## src/rtl/pipe_rr_arbiter_pkg.sv

```systemverilog
// Shared types and the round-robin pick function for the portal pipe arbiter.
package pipe_arb_pkg;

  localparam int PIPE_W    = 144;
  localparam int METHOD_W  = 16;
  localparam int PAYLOAD_W = 128;

  // Upper bound on sources; rr_pick works on vectors of this width.
  localparam int MAX_SRC = 16;
  localparam int PTR_W   = 4;

  typedef logic [PIPE_W-1:0] pipe_word_t;

  // One-hot grant: first full index strictly after ptr, wrapping modulo n.
  // Returns zero when nothing is full.
  function automatic logic [MAX_SRC-1:0] rr_pick(input logic [MAX_SRC-1:0] full,
                                                 input logic [PTR_W-1:0]   ptr,
                                                 input int                 n);
    logic [MAX_SRC-1:0] gnt;
    logic               found;
    int                 idx;
    logic [PTR_W-1:0]   sel;
    gnt   = '0;
    found = 1'b0;
    for (int k = 1; k <= MAX_SRC; k++) begin
      idx = (int'(ptr) + k) % n;
      sel = idx[PTR_W-1:0];
      if (k <= n && !found && full[sel]) begin
        gnt[sel] = 1'b1;
        found    = 1'b1;
      end
    end
    return gnt;
  endfunction

endpackage

```

## src/rtl/pipe_rr_arbiter_if.sv

```systemverilog
// Bundle of per-source enqueue pipes and the single outbound pipe.
interface pipe_rr_arbiter_if #(
  parameter int NUM_SRC = 4,
  parameter int DATA_W  = pipe_arb_pkg::PIPE_W,
  parameter int SRC_W   = 2
);
  logic [NUM_SRC-1:0]        in_enq__ENA;
  logic [NUM_SRC*DATA_W-1:0] in_enq_v;
  logic [NUM_SRC-1:0]        in_enq__RDY;
  logic                      out_enq__ENA;
  logic [DATA_W-1:0]         out_enq_v;
  logic [SRC_W-1:0]          out_enq_src;
  logic                      out_enq__RDY;
  logic                      out_valid;

  // Serializers and the host pipe side.
  modport master (
    output in_enq__ENA, in_enq_v, out_enq__RDY,
    input  in_enq__RDY, out_enq__ENA, out_enq_v, out_enq_src, out_valid
  );

  // The arbiter itself.
  modport slave (
    input  in_enq__ENA, in_enq_v, out_enq__RDY,
    output in_enq__RDY, out_enq__ENA, out_enq_v, out_enq_src, out_valid
  );
endinterface

```

## src/rtl/pipe_rr_arbiter_slot.sv

```systemverilog
// One-entry holding slot for a single source. A new word may be captured in
// the same cycle the held word is drained, so one source can stream at full rate.
module pipe_arb_slot
  import pipe_arb_pkg::*;
#(
  parameter int DATA_W = PIPE_W
) (
  input  logic              CLK,
  input  logic              nRST,
  input  logic              enq__ENA,
  input  logic [DATA_W-1:0] enq_v,
  output logic              enq__RDY,
  input  logic              drain,
  output logic              full,
  output logic [DATA_W-1:0] data
);

  logic              full_q, full_d;
  logic [DATA_W-1:0] data_q, data_d;

  // Guard depends only on state and the drain decision, never on enq__ENA.
  assign enq__RDY = !full_q || drain;
  assign full     = full_q;
  assign data     = data_q;

  // Next state: an enqueue wins over a drain (drain-and-refill keeps it full).
  always_comb begin
    full_d = full_q;
    data_d = data_q;
    if (enq__ENA) begin
      full_d = 1'b1;
      data_d = enq_v;
    end else if (drain) begin
      full_d = 1'b0;
    end
  end

  // Slot registers, cleared asynchronously so in-flight words are discarded.
  always_ff @(posedge CLK or negedge nRST) begin
    if (!nRST) begin
      full_q <= 1'b0;
      data_q <= '0;
    end else begin
      full_q <= full_d;
      data_q <= data_d;
    end
  end

endmodule

```

## src/rtl/pipe_rr_arbiter.sv

```systemverilog
// Round-robin arbiter sharing one outbound portal pipe between NUM_SRC
// serializers. Each source owns a holding slot; one slot per cycle moves into
// a registered output stage tagged with its source index.
module pipe_rr_arbiter
  import pipe_arb_pkg::*;
#(
  parameter int NUM_SRC = 4,
  parameter int DATA_W  = PIPE_W,
  parameter int SRC_W   = 2
) (
  input  logic              CLK,
  input  logic              nRST,
  pipe_rr_arbiter_if.slave  bus
);

  logic [NUM_SRC-1:0]        full;
  logic [NUM_SRC-1:0]        gnt;
  logic [NUM_SRC-1:0]        drain;
  logic [NUM_SRC-1:0]        in_rdy;
  logic [NUM_SRC*DATA_W-1:0] slot_data;
  logic                      adv;
  logic [DATA_W-1:0]         sel_data;
  logic [SRC_W-1:0]          sel_idx;

  logic                      valid_q, valid_d;
  logic [DATA_W-1:0]         word_q, word_d;
  logic [SRC_W-1:0]          src_q, src_d;
  logic [SRC_W-1:0]          ptr_q, ptr_d;

  for (genvar i = 0; i < NUM_SRC; i++) begin : g_slot
    pipe_arb_slot #(.DATA_W(DATA_W)) u_slot (
      .CLK      (CLK),
      .nRST     (nRST),
      .enq__ENA (bus.in_enq__ENA[i]),
      .enq_v    (bus.in_enq_v[i*DATA_W +: DATA_W]),
      .enq__RDY (in_rdy[i]),
      .drain    (drain[i]),
      .full     (full[i]),
      .data     (slot_data[i*DATA_W +: DATA_W])
    );
  end

  // Output stage can take a word when empty or when it is leaving this cycle.
  assign adv   = !valid_q || bus.out_enq__RDY;
  assign gnt   = NUM_SRC'(rr_pick(MAX_SRC'(full), PTR_W'(ptr_q), NUM_SRC));
  assign drain = gnt & {NUM_SRC{adv}};

  // Mux the granted slot's word and encode its index (gnt is one-hot).
  always_comb begin
    sel_data = '0;
    sel_idx  = '0;
    for (int i = 0; i < NUM_SRC; i++) begin
      if (gnt[i]) begin
        sel_data = slot_data[i*DATA_W +: DATA_W];
        sel_idx  = SRC_W'(i);
      end
    end
  end

  // Output register next state; pointer follows the last granted source.
  always_comb begin
    valid_d = valid_q;
    word_d  = word_q;
    src_d   = src_q;
    ptr_d   = ptr_q;
    if (adv && (|gnt)) begin
      valid_d = 1'b1;
      word_d  = sel_data;
      src_d   = sel_idx;
      ptr_d   = sel_idx;
    end else if (bus.out_enq__RDY) begin
      valid_d = 1'b0;
    end
  end

  // Output register and rr pointer; reset pointer gives source 0 first turn.
  always_ff @(posedge CLK or negedge nRST) begin
    if (!nRST) begin
      valid_q <= 1'b0;
      word_q  <= '0;
      src_q   <= '0;
      ptr_q   <= SRC_W'(NUM_SRC - 1);
    end else begin
      valid_q <= valid_d;
      word_q  <= word_d;
      src_q   <= src_d;
      ptr_q   <= ptr_d;
    end
  end

  assign bus.in_enq__RDY  = in_rdy;
  assign bus.out_valid    = valid_q;
  assign bus.out_enq__ENA = valid_q && bus.out_enq__RDY;
  assign bus.out_enq_v    = word_q;
  assign bus.out_enq_src  = src_q;

endmodule

```

## src/flat_wrapper.sv

```systemverilog
// flat-port wrapper written by rule: the top's interface ports become plain ports
module pipe_rr_arbiter_flat import pipe_arb_pkg::*;
#(
  parameter int NUM_SRC = 4,
  parameter int DATA_W  = PIPE_W,
  parameter int SRC_W   = 2
)
  (CLK, nRST, bus_in_enq__ENA, bus_in_enq_v, bus_out_enq__RDY, bus_in_enq__RDY, bus_out_enq__ENA, bus_out_enq_v, bus_out_enq_src, bus_out_valid);
  pipe_rr_arbiter_if #(.NUM_SRC(NUM_SRC), .DATA_W(DATA_W), .SRC_W(SRC_W)) bus_i ();
  input  logic CLK;
  input  logic nRST;
  input wire logic [$bits(bus_i.in_enq__ENA)-1:0] bus_in_enq__ENA;
  input wire logic [$bits(bus_i.in_enq_v)-1:0] bus_in_enq_v;
  input wire logic [$bits(bus_i.out_enq__RDY)-1:0] bus_out_enq__RDY;
  output wire logic [$bits(bus_i.in_enq__RDY)-1:0] bus_in_enq__RDY;
  output wire logic [$bits(bus_i.out_enq__ENA)-1:0] bus_out_enq__ENA;
  output wire logic [$bits(bus_i.out_enq_v)-1:0] bus_out_enq_v;
  output wire logic [$bits(bus_i.out_enq_src)-1:0] bus_out_enq_src;
  output wire logic [$bits(bus_i.out_valid)-1:0] bus_out_valid;
  assign bus_i.in_enq__ENA = bus_in_enq__ENA;
  assign bus_i.in_enq_v = bus_in_enq_v;
  assign bus_i.out_enq__RDY = bus_out_enq__RDY;
  assign bus_in_enq__RDY = bus_i.in_enq__RDY;
  assign bus_out_enq__ENA = bus_i.out_enq__ENA;
  assign bus_out_enq_v = bus_i.out_enq_v;
  assign bus_out_enq_src = bus_i.out_enq_src;
  assign bus_out_valid = bus_i.out_valid;
  pipe_rr_arbiter #(.NUM_SRC(NUM_SRC), .DATA_W(DATA_W), .SRC_W(SRC_W)) u_core (.CLK(CLK), .nRST(nRST), .bus(bus_i));
endmodule
```

## config.mk

```make
export PLATFORM = sky130hd
export DESIGN_NAME = pipe_rr_arbiter_flat
export DESIGN_NICKNAME = d
export VERILOG_FILES = /design/src/rtl/pipe_rr_arbiter_pkg.sv /design/src/rtl/pipe_rr_arbiter_if.sv /design/src/rtl/pipe_rr_arbiter_slot.sv /design/src/rtl/pipe_rr_arbiter.sv /design/src/flat_wrapper.sv
export SDC_FILE = /design/constraint.sdc
export NUM_CORES = 1
export LEC_CHECK = 0
export ABC_AREA = 1
export ABC_CLOCK_PERIOD_IN_PS = 3700
export CAP_MARGIN = 10
export CORE_MARGIN = 5
export CORE_UTILIZATION = 45
export DETAILED_ROUTE_END_ITERATION = 8
export PLACE_DENSITY = 0.7
export SLEW_MARGIN = 15
export SYNTH_ARGS = -nofsm -noshare
export SYNTH_HDL_FRONTEND = slang
export SYNTH_HIERARCHICAL = 1
export SYNTH_SLANG_ARGS = --single-unit
export TNS_END_PERCENT = 100
```

## constraint.sdc

```tcl
create_clock -name CLK -period 3.7 [get_ports CLK]
set_clock_uncertainty 0.2 [all_clocks]
set_input_delay 0.74 -clock CLK [delete_from_list [all_inputs] [get_ports CLK]]
set_output_delay 0.74 -clock CLK [all_outputs]
set_load 0.01 [all_outputs]
```

==> flow_metrics.tcl, run 1 <==
set metrics [dict create \
    holdWs_ns 0.142 \
    arrival_ns 2.71 \
    postRouteAntennaNets 0 \
    via_per_inst 5.30 \
    yosysMostFrequentCell "nand2_1" \
    p_leak_nw 23.5 \
    placedCellCount 6042 \
    drive_above_1_share_pct 5.33 \
    critical_path_class "register to output port" \
    dp_slack_ns 0.0809 \
    overflow 0 \
    min_path_type "input pin to register" \
    grt_pass1_vias 32493 \
    ioPinCount 735 \
    tightest_slew_ns 1.01 \
    drv_cap 0 \
    synthArstFlopShare_pct 100 \
    power_density_nw_per_um2 841 \
    portBuffers 734 \
    fillCellCount 6540 \
    post_synth_most_frequent_cells "2627 x nand2_1, 727 x dfrtp_1, 306 x nand3_1" \
    firstDrtPassIters 5 \
    die_x_um 284 \
    dieArea_um2 80700 \
    cts_sinks 729 \
    synth_top_area_share_pct 53.8 \
    syn_area_per_cell_um2 7.46 \
    clockRootBuffer "clkbuf_16" \
    slew_violations 0 \
    synth_area_leader_cell "dfrtp_1" \
    cts_tree "built" \
    wl_per_cell_um 21.4 \
    setup_viol 0 \
    drt_wl_total_mm 133 \
    dpl.hpwl_mm 86.4 \
    cts-htree-levels 3 \
    ir_drop_mv 1.47 \
    fp.dieH_um 284 \
    end_kind "output port" \
    synthTopCellsByArea "dfrtp_1 54%, nand2_1 29%, nand3_1 4.5%, nor2_1 3.3%, buf_2 2.5%" \
    fin_cells 6210 \
    ys_ff_latch 729 \
    grt_use_total_pct 32.0 \
    numCtsBuffers 81 \
    synth_edf_count 0 \
    ys.flop_type "dfrtp_1" \
    nets 5761 \
    rsz0062_at_grt "true" \
    drc 0 \
    postSynthCellCount 4532 \
    row_count 100 \
    gp_congestion 0.905 \
    drt_iter0_drc 3091 \
    cp.required_ns 2.76 \
    area_growth_pct 32.9 \
    synth_area_um2 33800 \
    finalHoldViolCount 0 \
    ys_seq_area_share_pct 54.0 \
    relSlewSlack_pct 32.6 \
    crit_fanout 7 \
    grt_max_degree 116 \
    synth.distinct_cells 25 \
    yosys_warnings 6 \
    initial_core_util_pct 45.4 \
    cts.clk_slew.worst_paths_ns 0.06 \
    core_um2 74400 \
    status "complete, no violations" \
    grt_pass1_wl_mm 200 \
    final_core_util_pct 60.3 \
    syn-num-nets 5123 \
    critPathLaunchType "register" \
    period_share_pct 98.7 \
    max_freq_ghz 0.274 \
    timing.final.ws_setup_ns 0.0492 \
    clkLatencyLatePin_ns 0.64 \
    antenna_found_initial 25 \
    cts_buffer_depth 3 \
    min_period_ns 3.65 \
    vias 32924 \
]
worst max-delay path: stages, from the launching register on:
cell and delay, ns:
dfstp_2 0.56, clkinv_4 0.09, ha_4 0.29, buf_6 0.10, nand3_4 0.12, nand2_8 0.12, nand2_4 0.05, nor2_4 0.21
nand2_2 0.10, nand2_4 0.11, inv_8 0.05, nor2_4 0.07, inv_2 0.04, nand2_2 0.06, buf_6 0.12
area by class of cell:
class                           count  area [µm²]  area share (%)
Timing Repair Buffer              834        8570            19.1
Multi-Input combinational cell   3405       13700            30.4
Clock inverter                     22         270           0.602
Sequential cell                   729       18200            40.6
Clock buffer                      121        2430            5.41
Antenna cell                       11        27.5          0.0613
Tap cell                          969        1210            2.70
Inverter                          119         484            1.08
stage by stage:
stage	total power [mW]	TNS, ns	instance area, µm²
floorplan	21.6	0	33800
global placement	28.8	0	42000
detailed placement	29.1	0	42000
CTS	37.4	-0.106	44700
global route	39.9	-0.332	44900
finish	37.8	0	44900
repair_timing:
| item | in CTS | in global routing |
|---|---|---|
| buffers inserted | 0 | 13 |
| gates resized for setup | 26 | 27 |
| setup endpoints to repair | 4 | 34 |
| pin swaps | 1 | 15 |
| hold buffers | 1 | 0 |
| cloned | 0 | 0 |
| endpoints found under the hold margin | 53 | 0 |
sequential cells by signal, indices dropped and copies added (netlist names):
register                   count
u_core/bus.out_enq_v         144
u_core/g_slot.u_slot/data    576
u_core/g_slot.u_slot/full      4
u_core/bus.out_enq_src         2
u_core/bus.out_valid           1
u_core/ptr_q                   2
layout by cell type (no fill, tap or decap), drive strengths merged, types with 3 or more instances in the layout:
| cell | count |
|---|---|
| clkbuf | 121 |
| bufinv | 4 |
| buf | 108 |
| nand2 | 2634 |
| ha | 8 |
| inv | 120 |
| nor2 | 304 |
| clkinv | 17 |
| nand3 | 309 |
| a21oi | 144 |
| dfrtp | 727 |
| o21ai | 3 |
| diode | 11 |
| clkdlybuf4s50 | 725 |
power by group:
| group | switching (mW) | internal (mW) |
|---|---|---|
| sequential | 0.798 | 9.35 |
| combinational | 13.2 | 6.18 |
| clock | 3.40 | 4.83 |
| total | 17.4 | 20.4 |
per-layer routing:
| layer | vias up | global-route usage, % | wire length, µm |
|---|---|---|---|
| li1 | 15109 | - | - |
| met1 | 15730 | 42.1 | 53100 |
| met2 | 1713 | 49.6 | 60300 |
| met3 | 346 | 8.39 | 12700 |
| met4 | 26 | 15.3 | 6770 |
| met5 | - | 0 | 166 |
path summary, 6_finish.rpt:
kind	from	end	slack, ns	cells past startpoint
hold / removal	bus_in_enq__ENA[1]	u_core/g_slot[1].u_slot/data[58]	0.14	3
hold reg to reg	u_core/g_slot[2].u_slot/data[86]	u_core/g_slot[2].u_slot/data[86]	0.27	2
max in group asynchronous	nRST	u_core/g_slot[3].u_slot/data[132]	1.78	4
setup reg to reg	u_core/ptr_q[0]	u_core/bus.out_enq_v[74]	0.12	17
min in group asynchronous	nRST	u_core/g_slot[1].u_slot/data[105]	0.49	2
setup / recovery	u_core/ptr_q[0]	bus_in_enq__RDY[3]	0.05	14
cell families after synthesis:
family / share of synthesized area [%]
buf+inv: 5.94
flops: 54.0
simple gates: 37.6
fa+ha+maj: 0.296
compound gates: 2.18
No activity file was read; power rests on OpenSTA's default activity.
==> run 2, diff against run 1 <==
--- a/config.mk
+++ b/config.mk
@@ -5,13 +5,12 @@
 export SDC_FILE = /design/constraint.sdc
 export NUM_CORES = 1
 export LEC_CHECK = 0
-export ABC_AREA = 1
-export ABC_CLOCK_PERIOD_IN_PS = 3700
+export ABC_AREA = 0
 export CAP_MARGIN = 10
-export CORE_MARGIN = 5
-export CORE_UTILIZATION = 45
+export CORE_AREA = 5 5 281 283
 export DETAILED_ROUTE_END_ITERATION = 8
-export PLACE_DENSITY = 0.7
+export DIE_AREA = 0 0 286 288
+export PLACE_DENSITY = 0.67
 export SLEW_MARGIN = 15
 export SYNTH_ARGS = -nofsm -noshare
 export SYNTH_HDL_FRONTEND = slang
==> flow_metrics.tcl, run 2 <==
set metrics [dict create \
    cpLargestDelayFamily "multiplexers" \
    yosysMostFrequentCell "dfrtp_1" \
    grt_pass1_wl_mm 161 \
    cts_sinks 729 \
    crit_top_cell "buf_6" \
    critPathLaunchType "register" \
    postRouteAntennaNets 0 \
    seqCellArea_um2 18200 \
    drc 0 \
    yosys.area_share.xor_xnor_pct 0 \
    ys.flop_type "dfrtp_1" \
    dpl.hpwl_mm 75.1 \
    cp_cell_sequence "inv_2 > ha_4 > mux4_2 > buf_6 > a21oi_4 > a2bb2oi_2 > and2_4 > nor2_2 > nand2b_4 > buf_6" \
    rsz0062_at_grt "true" \
    gp_congestion 0.886 \
    power_density_nw_per_um2 901 \
    crit_fanout 8 \
    cts-htree-levels 3 \
    holdWs_ns 0.286 \
    final_common_cell "dfrtp_1" \
    vias 23772 \
    cts.clk_slew.worst_paths_ns 0.06 \
    final_cell_mix "727 x dfrtp_1, 725 x clkdlybuf4s50_1, 380 x mux2_2" \
    synth_top_family_by_area "multiplexers" \
    synth_mux_area_share_pct 22.9 \
    syn_area_per_cell_um2 13.7 \
    placed_area_um2 40900 \
    min_path_type "register to register" \
    period_share_pct 107 \
    drt_wl_total_mm 117 \
    slew_violations 0 \
    wl_per_cell_um 27.8 \
    overflow 0 \
    ioPinCount 735 \
    critical_path_buf_inv_count 3 \
    antenna_found_initial 62 \
    synth_edf_count 0 \
    clockRootBuffer "clkbuf_16" \
    finalHoldViolCount 0 \
    syn-num-nets 2915 \
    numCtsBuffers 80 \
    area_growth_pct 41.9 \
    p_leak_nw 19.0 \
    fillCellCount 5880 \
    synth_area_um2 31900 \
    synthArstFlopShare_pct 100 \
    cts_buffer_depth 3 \
    end_kind "output port" \
    max_stage_delay_ns 0.57 \
    synthTopCellsByArea "dfrtp_1 57%, mux2_2 13%, mux2_4 9.2%, a21oi_1 2.9%, a221o_1 2.9%" \
    timing.setup.tns_ns -0.950 \
    critical_path_class "register to output port" \
    slowest_stage "mux4_2" \
    synth_top_area_share_pct 57.0 \
    firstDrtPassIters 5 \
    synth_compound_area_share_pct 11.6 \
    synth_area_leader_cell "dfrtp_1" \
    min_period_ns 3.95 \
    ir_drop_mv 0.808 \
    violations "setup timing" \
    post_synth_most_frequent_cells "727 x dfrtp_1, 380 x mux2_2, 196 x mux2_4" \
    synth_simple_gate_area_share_pct 4.48 \
    synth_fa_ha_area_share_pct 0.314 \
    row_count 102 \
    grt_use_total_pct 25.5 \
    max_freq_ghz 0.253 \
    timing.final.ws_setup_ns -0.252 \
    nets 3721 \
    dieArea_um2 82400 \
    largest_reg_flops 576 \
    arrival_ns 3.01 \
    die_x_um 286 \
    drive_above_1_share_pct 31.5 \
    dp_slack_ns -0.295 \
    initial_core_util_pct 41.7 \
    cts_tree "built" \
    drt_iter0_drc 1597 \
    cp.required_ns 2.76 \
    ys_ff_latch 729 \
    design_area_um2 45300 \
    grt_pass1_vias 25060 \
    setup_viol 6 \
    drv_cap 0 \
    status "finished, violations left" \
    via_per_inst 5.64 \
    relSlewSlack_pct 45.1 \
    postSynthCellCount 2324 \
    ys_seq_area_share_pct 57.2 \
    yosys_warnings 6 \
    clkLatencyLatePin_ns 0.62 \
    grt_max_degree 97 \
    synth.distinct_cells 40 \
    tightest_slew_ns 0.824 \
    core_um2 76400 \
    multi_input_area_um2 13300 \
    fp.dieH_um 288 \
    portBuffers 734 \
]
## run 2: cell count changes after synthesis, moves of 109 or more
cell / change
nor2_1: -199
mux2_2: +380
nand2_1: -2567
o21ai_1: +111
mux2_4: +196
nand3_1: -306
inv_1: -109
## run 2: through the flow
step / total power, mW / utilization (%) / std cells
finish: 40.8 / 59.2 / 4212
global route: 42.6 / 59.2 / 4208
CTS: 36.4 / 56.9 / 4122
detailed placement: 28.5 / 53.5 / 3980
global placement: 28.1 / 53.5 / 3980
floorplan: 20.5 / - / 2324
## run 2: worst paths after layout
kind	start	endpoint	slack [ns]	cells past startpoint
min	u_core/bus.out_enq_v[13]	u_core/bus.out_enq_v[13]	0.29	2
max	u_core/ptr_q[0]	bus_in_enq__RDY[1]	-0.25	10
max in group asynchronous	nRST	u_core/g_slot[1].u_slot/data[56]	1.71	4
min reg2reg	u_core/bus.out_enq_v[13]	u_core/bus.out_enq_v[13]	0.29	2
min in group asynchronous	nRST	u_core/g_slot[1].u_slot/full	0.56	2
max reg2reg	u_core/ptr_q[0]	u_core/bus.out_enq_v[41]	-0.01	15
## run 2: timing repair
action,in CTS,in global routing
hold buffers,1,0
gates resized for setup,32,161
gates cloned,0,30
buffers inserted,3,22
pin swaps,3,93
endpoints found under the hold margin,18,0
endpoints found under the setup margin,114,124
## run 2: worst register-to-register path: stages, from the launching register on
cell      delay [ns]
dfstp_2         0.54
buf_4           0.17
mux4_2          0.56
buf_4           0.19
nor3b_4         0.27
buf_6           0.16
a22o_4          0.13
nor2_4          0.04
clkbuf_8        0.31
a41oi_4         0.27
buf_6           0.15
buf_12          0.18
buf_4           0.14
o21ai_0         0.08
buf_4           0.16
o21ai_1         0.12
## run 2: where the power goes
part	switching [mW]	leakage [nW]	total, mW	internal [mW]
clock network	3.26	1.22	7.68	4.42
logic	11.9	9.28	22.5	10.6
registers	0.984	8.53	10.6	9.61
total	16.1	19.0	40.8	24.6
## run 2: cell families (layout without fill, tap and decap cells)
kind of cell | Yosys count | in the layout
and+or+nand+nor | 285 | 285
muxes | 580 | 580
adders and majority gates | 8 | 8
buffers and inverters | 182 | 1044
AOI/OAI and AO/OA | 540 | 540
DFF | 729 | 729
other | 0 | 38
## run 2: layout make-up
cell class / count / area share (%)
diodes: 38 / 0.210
clock buffers: 119 / 5.15
clock inverters: 19 / 0.348
inverters: 2 / 0.0166
multi-input cells: 1413 / 29.4
flip-flops and latches: 729 / 40.3
well taps: 988 / 2.73
repair buffers: 904 / 21.8
## run 2: per-layer routing
metal / part of all wire [%] / GRT usage [%] / wire length [µm]
met2: 48 / 41.2 / 55600
met3: 8.3 / 7.46 / 9700
met5: 0.26 / 0 / 310
met1: 40 / 32.4 / 47100
met4: 3.7 / 10.5 / 4330
